==> src/rtl/qspi_pkg.sv <==
// Shared QSPI receive-path definitions.
// Lane count, word width, FSM states and size normalisation.
package qspi_pkg;

    localparam int unsigned QSPI_LANES    = 4;
    localparam int unsigned QSPI_MAX_BITS = 40;

    typedef enum logic [0:0] {
        RX_IDLE,
        RX_SHIFT
    } rx_state_e;

    // Round down to whole nibbles and clamp to the word width.
    function automatic logic [5:0] qspi_norm_size(input logic [5:0] rsize);
        logic [5:0] s;
        s = {rsize[5:2], 2'b00};
        if (s > 6'(QSPI_MAX_BITS)) begin
            s = 6'(QSPI_MAX_BITS);
        end
        return s;
    endfunction

endpackage

==> src/rtl/qspi_rx_obuf.sv <==
// Receive output buffer: holds one word behind a valid/ready
// handshake and flags words overwritten before being consumed.
module qspi_rx_obuf
    import qspi_pkg::*;
#(
    parameter int unsigned DataWidth = QSPI_MAX_BITS
) (
    input  logic                 clk_i,
    input  logic                 rst_ni,
    input  logic                 load_i,
    input  logic [DataWidth-1:0] data_i,
    input  logic                 rready_i,
    input  logic                 clr_ovr_i,
    output logic [DataWidth-1:0] rdata_o,
    output logic                 rvalid_o,
    output logic                 overrun_o
);

    logic [DataWidth-1:0] rdata_d, rdata_q;
    logic                 rvalid_d, rvalid_q;
    logic                 ovr_d, ovr_q;
    logic                 ovr_set;

    // Next-state for the holding register, valid flag and overrun flag.
    always_comb begin
        rdata_d  = rdata_q;
        rvalid_d = rvalid_q;
        ovr_d    = ovr_q;
        ovr_set  = load_i && rvalid_q && !rready_i;
        if (load_i) begin
            rdata_d  = data_i;
            rvalid_d = 1'b1;
        end else if (rvalid_q && rready_i) begin
            rvalid_d = 1'b0;
        end
        if (ovr_set) begin
            ovr_d = 1'b1;
        end else if (clr_ovr_i) begin
            ovr_d = 1'b0;
        end
    end

    // Buffer state registers.
    always_ff @(posedge clk_i or negedge rst_ni) begin
        if (!rst_ni) begin
            rdata_q  <= '0;
            rvalid_q <= 1'b0;
            ovr_q    <= 1'b0;
        end else begin
            rdata_q  <= rdata_d;
            rvalid_q <= rvalid_d;
            ovr_q    <= ovr_d;
        end
    end

    assign rdata_o   = rdata_q;
    assign rvalid_o  = rvalid_q;
    assign overrun_o = ovr_q;

endmodule

==> src/rtl/qspi_rshift.sv <==
// Quad receive shifter: assembles lane nibbles into a word,
// LSB- or MSB-first, and hands it to the output buffer.
module qspi_rshift
    import qspi_pkg::*;
#(
    parameter int unsigned DataWidth = QSPI_MAX_BITS,
    parameter int unsigned Lanes     = QSPI_LANES
) (
    input  logic                 clk_i,
    input  logic                 rst_ni,
    input  logic                 start_i,
    input  logic [5:0]           rsize_i,
    input  logic                 msb_first_i,
    input  logic                 sample_en_i,
    input  logic [Lanes-1:0]     sdi_i,
    input  logic                 abort_i,
    output logic [DataWidth-1:0] rdata_o,
    output logic                 rvalid_o,
    input  logic                 rready_i,
    output logic                 busy_o,
    output logic [5:0]           bit_index_o,
    output logic                 r_intr_o,
    output logic                 overrun_o,
    input  logic                 clr_ovr_i
);

    localparam logic [DataWidth-1:0] NibMask =
        {{(DataWidth-Lanes){1'b0}}, {Lanes{1'b1}}};

    rx_state_e            state_d, state_q;
    logic [5:0]           size_d, size_q;
    logic                 msb_d, msb_q;
    logic [5:0]           bi_d, bi_q;
    logic [DataWidth-1:0] sreg_d, sreg_q;
    logic                 intr_d, intr_q;
    logic                 load;
    logic [5:0]           norm;
    logic [5:0]           base;
    logic [DataWidth-1:0] nib;

    assign norm = qspi_norm_size(rsize_i);
    assign base = msb_q ? (size_q - 6'd4 - bi_q) : bi_q;
    assign nib  = {{(DataWidth-Lanes){1'b0}}, sdi_i};

    // FSM, shift-register placement and bit counter next-state.
    always_comb begin
        state_d = state_q;
        size_d  = size_q;
        msb_d   = msb_q;
        bi_d    = bi_q;
        sreg_d  = sreg_q;
        load    = 1'b0;
        unique case (state_q)
            RX_IDLE: begin
                if (start_i && norm != 6'd0) begin
                    state_d = RX_SHIFT;
                    size_d  = norm;
                    msb_d   = msb_first_i;
                    bi_d    = '0;
                    sreg_d  = '0;
                end
            end
            RX_SHIFT: begin
                if (abort_i) begin
                    state_d = RX_IDLE;
                    bi_d    = '0;
                    sreg_d  = '0;
                end else if (sample_en_i) begin
                    sreg_d = (sreg_q & ~(NibMask << base))
                           | (nib << base);
                    if (bi_q + 6'd4 == size_q) begin
                        load    = 1'b1;
                        state_d = RX_IDLE;
                        bi_d    = '0;
                    end else begin
                        bi_d = bi_q + 6'd4;
                    end
                end
            end
            default: state_d = RX_IDLE;
        endcase
        intr_d = load;
    end

    // Control and shift registers.
    always_ff @(posedge clk_i or negedge rst_ni) begin
        if (!rst_ni) begin
            state_q <= RX_IDLE;
            size_q  <= '0;
            msb_q   <= 1'b0;
            bi_q    <= '0;
            sreg_q  <= '0;
            intr_q  <= 1'b0;
        end else begin
            state_q <= state_d;
            size_q  <= size_d;
            msb_q   <= msb_d;
            bi_q    <= bi_d;
            sreg_q  <= sreg_d;
            intr_q  <= intr_d;
        end
    end

    qspi_rx_obuf #(
        .DataWidth (DataWidth)
    ) u_obuf (
        .clk_i     (clk_i),
        .rst_ni    (rst_ni),
        .load_i    (load),
        .data_i    (sreg_d),
        .rready_i  (rready_i),
        .clr_ovr_i (clr_ovr_i),
        .rdata_o   (rdata_o),
        .rvalid_o  (rvalid_o),
        .overrun_o (overrun_o)
    );

    assign busy_o      = (state_q == RX_SHIFT);
    assign bit_index_o = bi_q;
    assign r_intr_o    = intr_q;

endmodule

==> config.mk <==
export PLATFORM = sky130hd
export DESIGN_NAME = qspi_rshift
export DESIGN_NICKNAME = d
export VERILOG_FILES = /design/src/rtl/qspi_pkg.sv /design/src/rtl/qspi_rx_obuf.sv /design/src/rtl/qspi_rshift.sv
export SDC_FILE = /design/constraint.sdc
export NUM_CORES = 1
export LEC_CHECK = 0
export ABC_CLOCK_PERIOD_IN_PS = 6000
export CAP_MARGIN = 0
export CORE_UTILIZATION = 60
export CTS_CLUSTER_SIZE = 14
export DETAILED_ROUTE_END_ITERATION = 12
export DONT_BUFFER_PORTS = 1
export PLACE_DENSITY = 0.73
export SLEW_MARGIN = 10
export SYNTH_ARGS = -nofsm -noshare
export SYNTH_HDL_FRONTEND = slang
export SYNTH_SLANG_ARGS = --single-unit
==> constraint.sdc <==
create_clock -name clk_i -period 6 [get_ports clk_i]
set_input_delay 0 -clock clk_i [delete_from_list [all_inputs] [get_ports clk_i]]
set_output_delay 0 -clock clk_i [all_outputs]
set_load 0.01 [all_outputs]
# Word-level counts from Yosys, hierarchy flattened
# Cells that the tools add are included.
totals:
  ff_bits: 97
  latch_bits: 0
  romBits: 0
  n_memories: 0
  mem_bits_rw: 0
  inputBits: 18
op_classes:
  reduce_logical: 10
  div_mod_pow: 0
  add_sub_neg: 3
  n_lt_le_gt_ge: 1
  multipliers: 0
  mux: 24
  n_bitwise: 4
  shift: 2
  n_eq_ne: 3
op_table:
  columns: ["op", "n"]
  rows:
  - ["two-way mux 40 bit", 3]
  - ["case mux 40 bit (2 select lines)", 1]
  - ["bitwise AND 40 bit", 1]
  - ["NOT 40 bit", 1]
  - ["OR 40 bit", 1]
  - ["left shift 4 x 6 -> 40 bit", 1]
  - ["left shift 4 x 6 -> 40 bit, first input constant", 1]
  - ["two-way mux 6 bit", 6]
  - ["two-way mux 1 bit", 12]
  - ["case mux 6 bit (2 select lines)", 1]
  - ["adder 6 x 3 -> 6 bit, second input constant", 1]
  - ["== test 6 bit", 1]
  - ["> comparator 6 bit, second input constant", 1]
  - ["nonzero test 6 bit", 1]
  - ["subtractor 6 x 3 -> 6 bit, second input constant", 1]
  - ["subtractor 6 bit", 1]
  - ["logical AND 1 bit", 4]
  - ["AND reduction 2 bit", 2]
  - ["nonzero test 2 bit", 2]
  - ["inequality test 3 bit, second input constant", 1]
  - ["inequality test 2 bit, second input constant", 1]
  - ["case mux 1 bit (2 select lines)", 1]
  - ["zero test 1 bit", 1]
  - ["NOT 1 bit", 1]

# Depth between registers and ports, before layout
# Gate-level depths: netlist of the first run.
depth:
  depth_word: 10
  mapped_depth: 11
  depth_no_buf: 11

# Modules after synthesis
# A second synthesis of the first run with hierarchy kept.
unflattened:
  cells_unflattened: 396
  hier_area_um2: 4707.0
modules_own_cells:
  columns: ["mod", "n_inst", "area_each_um2", "seq_area_each_um2", "cells_per_inst"]
  rows:
  - ["qspi_rshift", 1, 2946.6, 1276.2, 305]
  - ["qspi_rx_obuf", 1, 1760.4, 1051.0, 91]

# Worst setup path before layout of the first run
# No wires, ideal clock.
synth_path:
  path_type: "register to register"
  startpoint: "reg bi_q[2] (netlist: bit_index_o[2])"
  endpoint: "reg u_obuf.rdata_q[36] (netlist: u_obuf.rdata_o[36])"
  t_required_ns: 5.875
  path_stages_with_launch: 9
  path_buffers: 0
  path_slack_ns: 3.121
  arrival_ns: 2.755
  cell_sequence: "dfrtp_1 ha_1 fa_1 xnor2_1 a211oi_2 nand2_1 or3_1 a32o_1 mux2_2"
synth_between:
  elab_chain_cells: 9
synth_rtl:
  columns: ["element", "line", "source"]
  rows:
  - ["from (decl)", "qspi_rshift.sv:33", "logic [5:0] bi_d, bi_q;"]
  - ["from (signal assigned)", "qspi_rshift.sv:98", "bi_q <= bi_d;"]
  - ["subtractor 6 bit", "qspi_rshift.sv:42", "assign base = msb_q ? (size_q - 6'd4 - bi_q) : bi_q;"]
  - ["two-way mux 6 bit (*)", "qspi_rshift.sv:42", null]
  - ["left shift 4 x 6 -> 40 bit", "qspi_rshift.sv:69", "sreg_d = (sreg_q & ~(NibMask << base))"]
  - ["NOT 40 bit", "qspi_rshift.sv:69", null]
  - ["bitwise AND 40 bit", "qspi_rshift.sv:69", null]
  - ["OR 40 bit (*)", "qspi_rshift.sv:70", "| (nib << base);"]
  - ["two-way mux 40 bit (*)", "qspi_rshift.sv:68", "end else if (sample_en_i) begin"]
  - ["two-way mux 40 bit (*)", "qspi_rshift.sv:64", "if (abort_i) begin"]
  - ["case mux 40 bit (2 select lines) (*)", "qspi_rshift.sv:53", "unique case (state_q)"]
  - ["named net sreg_d[36]", "qspi_rshift.sv:34", "logic [DataWidth-1:0] sreg_d, sreg_q;"]
  - ["to (signal assigned)", "qspi_rx_obuf.sv:50", "rdata_q <= rdata_d;"]
  - ["to (decl)", "qspi_rx_obuf.sv:19", "logic [DataWidth-1:0] rdata_d, rdata_q;"]
# Mark *: on every way through the listed nets, which the timed path passes. The rest lies on a longest branch.
# A chain may end at the register's enable or synchronous reset.

# Worst setup path after layout of the first run
layout_path:
  startpoint: "reg bi_q[3] (netlist: bit_index_o[3])"
  endpoint: "reg u_obuf.rdata_q[35] (netlist: u_obuf.rdata_o[35])"
# Same word-level chain as after synthesis.

==> summary.txt, run 1 <==
Status
  – Outcome: completed

STA
  – Fmax: 282 MHz
  – Final setup fails: 0
  – Minimum clock period: 3.55 ns
  – Setup TNS: 0 ns
  – Fin crit share: 59.1%
  – Final worst slack: 2.45 ns
  – Worst Hold Slack: 0.0282 ns
  – Fin. Hold Viols: 0
  – Unrepaired setup endpoints after global routing: false
  – Layout Skew: 0.0101 ns
  – Slew HR: 42.5%
  – Fin. max-slew vios: 0
  – Slew @ Worst Pin: 0.863 ns

Critical path
  – CP Cell Sequence: ha_1 -> inv_1 -> ha_1 -> and3b_1 -> o211ai_2 -> nand3_2 -> nor3_1 -> o211ai_1 -> mux2_2
  – Worst-case reg-to-reg path depth: 9
  – Setup slack, reg-to-reg: 2.45 ns
  – Critical Path Most Common Cell: ha_1
  – CP startpoint kind: register
  – Req. time, crit path: 6.26 ns
  – CP Buf/Inv Count: 1
  – CP max-delay cell: dfrtp_1
  – Reg-to-reg critical path endpoint: u_obuf.rdata_o[35]$_DFFE_PN0P_
  – CP max stage delay: 0.68 ns
  – Cell family with most CP delay: simple AND/OR/NAND/NOR gates
  – R2R Path Start: bit_index_o[3]$_DFFE_PN0P_
  – CP Max Fanout: 13
  – Crit. End Element: register
  – Critical path arrival: 3.81 ns
  – Critical path type: register to register

Logic synthesis
  – Warnings, synthesis: 0
  – Post-synthesis cell area: 4630 µm²
  – Synth Flop Type: dfrtp_1
  – Top cells by area, synth: dfrtp_1, mux2_2, o21ai_0, nand2_1, ha_1
  – Post-Syn Instances: 444
  – EDFF count, synth: 0
  – Area leader, netlist: dfrtp_1
  – Async SR Flop Fraction: 100%
  – Area share of the largest cell type after synthesis: 50.3%
  – Yosys cell types: 65
  – Syn_area_per_cell: 10.4 µm²
  – Post-synthesis sequential area ratio: 50.3%
  – #FFs+latches synth: 93

Die
  – Chip Height: 89.8 µm
  – Die ar.: 8070 µm²
  – Starting Density: 62.8%
  – Core Region: 7370 µm²
  – IO Count: 68
  – # rows: 31
  – Die W: 89.8 µm

CTS
  – Clock sink count: 93
  – Htree depth: 3
  – Post-CTS sizing: 0
  – Inserted Clock Buffers: 9
  – Worst-Skew Late Latency: 0.36 ns
  – Clock buffer depth: 2
  – CTS tree: yes
  – Worst-path clk slew: 0.09 ns
  – Root buffer cell: clkbuf_8

Cells and area
  – Final-layout fill cell count: 583
  – Layout cells sized above 1: 12.2%
  – Fin util: 68.7%
  – # diodes: 0
  – Final nets: 482
  – Area Growth Syn to Fin: 9.41%

Detailed routing
  – Routed len/inst: 21.1 µm
  – ANT nets after route: 0
  – 1st-iter DRT viols: 365
  – DR pass1 iterations: 5
  – DRC: 0
  – Final WL: 11.8 mm
  – DR vias: 3691
  – Via density: 6.61

Placed design
  – Hpwl dp: 8.04 mm
  – GPL Wtd Cong: 0.906
  – Setup Slack @ Placement: 2.57 ns
  – Buffers on Ports: 0

Min path
  – HP Class: primary input to register
  – Hold path depth: 2
  – Hold path startpoint: sample_en_i
  – Hold EP: sreg_q[18]$_DFF_PN0_

GRT
  – First-pass GRT wire length: 19.4 mm
  – Vias in the first global route: 3587
  – Grt ovf: 0
  – Initial antenna violation count: 0
  – Overall routing resource usage: 31.4%
  – Largest net degree at the start of global routing: 94

Run
  – Max-cap violations: 0

Power
  – Leakage power: 2.33 nW
  – Peak supply drop: 0.201 mV
  – PwrDens: 326 nW/µm²
[layout by cell type, fill, tap and decap left out, drive strengths merged, types with 7 or more instances in the layout]
cell type / n
dlygate4sd3: 16
a21oi: 12
clkbuf: 10
nand3: 18
ha: 8
mux2: 25
a31oi: 9
dfrtp: 93
nand2b: 8
nor2: 22
nor3: 7
o211ai: 11
o21ai: 39
a21o: 7
inv: 20
nand2: 46
[kinds of logic after synthesis]
logic type	count (synthesis)	synth area share [%]
buf+inv	43	4.11
simple gates	137	15.2
compound gates	127	19.0
mux	25	6.17
flops	93	50.3
other cells	2	0.162
fa+ha+maj	9	2.60
xor+xnor	8	2.49
[repair_timing]
| item | CTS | global route |
|---|---|---|
| hold endpoints to repair | 145 | 0 |
| buffers inserted | 0 | 0 |
| hold buffers | 17 | 0 |
[synth_stat cells, types with 4 or more instances]
master     count
a21o_1         7
a21oi_1       12
a22o_1         4
a31oi_1        9
a32o_1         6
a32oi_1        5
and2_1         5
buf_2          8
clkbuf_1      11
dfrtp_1       93
ha_1           8
inv_1         19
mux2_2        24
nand2_1       46
nand2b_1       8
nand3_1       17
nand3b_1       5
nand4_1        4
nor2_1        22
nor2b_1        5
nor3_1         7
nor4_1         4
o211ai_1      10
o21ai_0       36
o22ai_1        5
o2bb2ai_1      4
[layer usage]
layer / part of all wire, % / vias up / track usage [%] / wire, µm
li1: - / 1644 / - / -
met1: 44 / 1834 / 45.3 / 5160
met2: 47 / 190 / 47.6 / 5490
met3: 7.4 / 23 / 6.35 / 868
met4: 2.2 / 0 / 10.5 / 258
met5: 0 / - / 0 / 0
[power breakdown]
| part | internal [mW] | switching [mW] |
|---|---|---|
| Clock | 0.203 | 0.222 |
| Sequential | 0.685 | 0.0737 |
| Combinational | 0.158 | 0.309 |
| Total | 1.05 | 0.605 |
[layout make-up]
type / count / area (µm²) / share of cell area (%)
clock inverter: 5 / 60.1 / 1.19
sequential: 93 / 2330 / 46.0
multi-input combinational: 310 / 2120 / 41.8
clock buffer: 10 / 138 / 2.72
inverter: 19 / 71.3 / 1.41
timing repair buffer: 22 / 225 / 4.45
tap: 99 / 124 / 2.45
[worst max path at each step]
stage / endpoint / startpoint / slack, ns / cells after the start
finish: u_obuf.rdata_o[35]$_DFFE_PN0P_ / bit_index_o[3]$_DFFE_PN0P_ / 2.45 / 9
global route: u_obuf.rdata_o[35]$_DFFE_PN0P_ / bit_index_o[3]$_DFFE_PN0P_ / 2.25 / 9
CTS: u_obuf.rdata_o[35]$_DFFE_PN0P_ / bit_index_o[3]$_DFFE_PN0P_ / 2.55 / 9
detailed placement: u_obuf.rdata_o[35]$_DFFE_PN0P_ / bit_index_o[3]$_DFFE_PN0P_ / 2.57 / 9
global placement: u_obuf.rdata_o[35]$_DFFE_PN0P_ / bit_index_o[3]$_DFFE_PN0P_ / 2.68 / 9
floorplan: u_obuf.rdata_o[36]$_DFFE_PN0P_ / bit_index_o[2]$_DFFE_PN0P_ / 3.12 / 8
[flip-flops by register name, indices dropped and copies added, names as in the netlist]
register          cells
sreg_q               40
u_obuf.rdata_o       40
bit_index_o           4
size_q                4
busy_o                1
msb_q                 1
r_intr_o              1
u_obuf.overrun_o      1
u_obuf.rvalid_o       1
[worst reg2reg max path: stages, from the launching register on]
cell      delay, ns
dfrtp_1        0.68
ha_1           0.24
inv_1          0.04
ha_1           0.37
and3b_1        0.27
o211ai_2       0.27
nand3_2        0.32
nor3_1         0.67
o211ai_1       0.27
mux2_2         0.31
[through the flow]
stage	total power [mW]	cell area [µm²]	cells
finish	1.65	5060	558
global route	1.74	5060	558
CTS	1.65	5060	558
detailed placement	1.20	4680	526
global placement	1.19	4680	526
floorplan	1.09	4630	446
Power figures use the tool's default switching activity.
==> run 2: changes to the inputs <==
--- a/config.mk
+++ b/config.mk
@@ -5,7 +5,7 @@
 export SDC_FILE = /design/constraint.sdc
 export NUM_CORES = 1
 export LEC_CHECK = 0
-export ABC_CLOCK_PERIOD_IN_PS = 6000
+export ABC_CLOCK_PERIOD_IN_PS = 3540
 export CAP_MARGIN = 0
 export CORE_UTILIZATION = 60
 export CTS_CLUSTER_SIZE = 14
==> constraint.sdc (replaced) <==
create_clock -name clk_i -period 3.54 [get_ports clk_i]
set_input_delay 0 -clock clk_i [delete_from_list [all_inputs] [get_ports clk_i]]
set_output_delay 0 -clock clk_i [all_outputs]
set_load 0.01 [all_outputs]
==> run 2 against run 1 <==
Against the previous run: sequential share of layout area down 0.72 points; maximum frequency up 4.7%; setup slack worse by 2.3 ns; clock skew up 0.0021 ns; cell count up 2.2%; cell area up 1.6%; utilization up 1.1 points; via count up 1.1%; largest power group unchanged; clock power up 65%.
==> summary.txt, run 2 (synthesis gave the netlist of run 1 again) <==
Min path
  – Hold path startpoint: sdi_i[3]
  – HP Class: primary input to register

Cells and area
  – Area Growth Syn to Fin: 11.1%
  – Layout cells sized above 1: 14.2% (+2.0 points)
  – Most common cell after layout, fill and taps aside: dfrtp_1
  – Final nets: 494 (+2.5%)
  – Fin util: 69.8% (+1.1 points)
  – # diodes: 0 (unchanged)
  – Commonest non-fill, non-tap cells in the layout: dfrtp_1, nand2_1, o21ai_0

GRT
  – Grt ovf: 0 (unchanged)
  – Initial antenna violation count: 0 (unchanged)
  – First-pass GRT wire length: 19.1 mm (-1.8%)
  – Overall routing resource usage: 30.8% (-0.56 points)
  – Largest net degree at the start of global routing: 94 (unchanged)
  – Vias in the first global route: 3602 (+0.42%)

Die
  – IO Count: 68 (unchanged)
  – Starting Density: 62.8% (unchanged)
  – # rows: 31 (unchanged)
  – Die ar.: 8070 µm² (unchanged)
  – Die W: 89.8 µm (unchanged)
  – Core Region: 7370 µm² (unchanged)
  – Chip Height: 89.8 µm (unchanged)

CTS
  – Clock sink count: 93 (unchanged)
  – Worst-Skew Late Latency: 0.38 ns (+0.02 ns)
  – Clock buffer depth: 2 (unchanged)
  – Post-CTS sizing: 0 (unchanged)
  – Htree depth: 3 (unchanged)
  – Worst-path clk slew: 0.09 ns (about the same)
  – Inserted Clock Buffers: 9 (unchanged)
  – Root buffer cell: clkbuf_8
  – CTS tree: yes

Critical path
  – CP startpoint kind: register
  – CP Max Fanout: 14 (+1)
  – Worst setup path start: size_q[3]$_DFFE_PN0P_
  – Critical path arrival: 3.66 ns (-0.15 ns)
  – Critical path type: register to register
  – Req. time, crit path: 3.81 ns (-2.45 ns)
  – Crit. End Element: register
  – R2R Path Start: size_q[3]$_DFFE_PN0P_

Run
  – Max-cap violations: 0 (unchanged)

Detailed routing
  – DR pass1 iterations: 5 (unchanged)
  – 1st-iter DRT viols: 411 (+13%)
  – ANT nets after route: 0 (unchanged)
  – DR vias: 3733 (+1.1%)
  – DRC: 0 (unchanged)
  – Routed len/inst: 20.6 µm (-2.5%)
  – Final WL: 11.7 mm (-0.39%)
  – Via density: 6.55 (-0.99%)

STA
  – Final setup fails: 0 (unchanged)
  – Layout Skew: 0.0122 ns (+0.00212 ns)
  – Fmax: 295 MHz (+4.7%)
  – Setup TNS: 0 ns (unchanged)
  – Slew @ Worst Pin: 1.08 ns (+0.218 ns)
  – Minimum clock period: 3.39 ns (-0.160 ns)
  – Unrepaired setup endpoints after global routing: false
  – Fin crit share: 95.7% (+37 points)
  – Worst Hold Slack: 0.00922 ns (-0.0190 ns)
  – Fin. Hold Viols: 0 (unchanged)
  – Fin. max-slew vios: 0 (unchanged)
  – Slew HR: 27.6% (-15 points)

Placed design
  – GPL Wtd Cong: 0.926 (+2.2%)
  – Buffers on Ports: 0 (unchanged)
  – Hpwl dp: 8.02 mm (-0.29%)

Power
  – Peak supply drop: 0.278 mV (+38%)
  – PwrDens: 547 nW/µm² (+68%)
  – Leakage power: 2.38 nW (+2.3%)

Status
  – Outcome: completed
-- run 2: cell type report --
type | count | area, µm²
Fill cell | 551 | 2230
Inverter | 19 | 71.3
Sequential cell | 93 | 2330
Clock inverter | 5 | 60.1
Tap cell | 99 | 124
Timing Repair Buffer | 34 | 315
Clock buffer | 10 | 128
Multi-Input combinational cell | 310 | 2120
-- run 2: repair_timing --
action                                  4_1_cts  5_1_grt
setup buffers                                 0        0
endpoints found under the setup margin        0        0
endpoints found under the hold margin       143        0
hold buffers                                 17        0
-- run 2: worst paths after layout --
kind / cells after the start / endpoint / slack [ns]
min in group asynchronous: 2 / size_q[3]$_DFFE_PN0P_ / 0.19
max: 9 / u_obuf.rdata_o[39]$_DFFE_PN0P_ / 0.15
min: 2 / sreg_q[27]$_DFF_PN0_ / 0.009
max reg2reg: 9 / u_obuf.rdata_o[39]$_DFFE_PN0P_ / 0.15
min reg2reg: 2 / sreg_q[9]$_DFF_PN0_ / 0.48
max in group asynchronous: 2 / sreg_q[17]$_DFF_PN0_ / 2.94
-- run 2: metrics by stage --
stage	std cells	setup slack, ns	total power, mW	area, µm²
3_5_place_dp	538	0.179	2.06	4770
6_report	570	0.153	2.81	5140
5_1_grt	570	0.0151	2.94	5140
2_1_floorplan	446	0.661	1.84	4630
4_1_cts	570	0.167	2.80	5140
3_3_place_gp	538	0.250	2.05	4770
-- run 2: metal layers --
layer | track usage (%) | wire [µm]
met1 | 43.4 | 5060
met2 | 46.6 | 5450
met3 | 6.85 | 863
met4 | 12.2 | 356
met5 | 0 | 0
-- run 2: where the power goes --
part	switching, mW	leakage [nW]	internal (mW)
Combinational	0.553	1.01	0.296
Sequential	0.0989	1.28	1.16
Clock	0.376	0.0927	0.325
Total	1.03	2.38	1.78
-- run 2: critical path: stages (launching register included) --
cell and delay [ns]:
dfrtp_1 0.38, inv_1 0.05, ha_1 0.31, fa_1 0.45, xor2_1 0.20, o211ai_1 0.87, nor3_1 0.24, and2_1 0.28
a32o_1 0.23, mux2_2 0.27
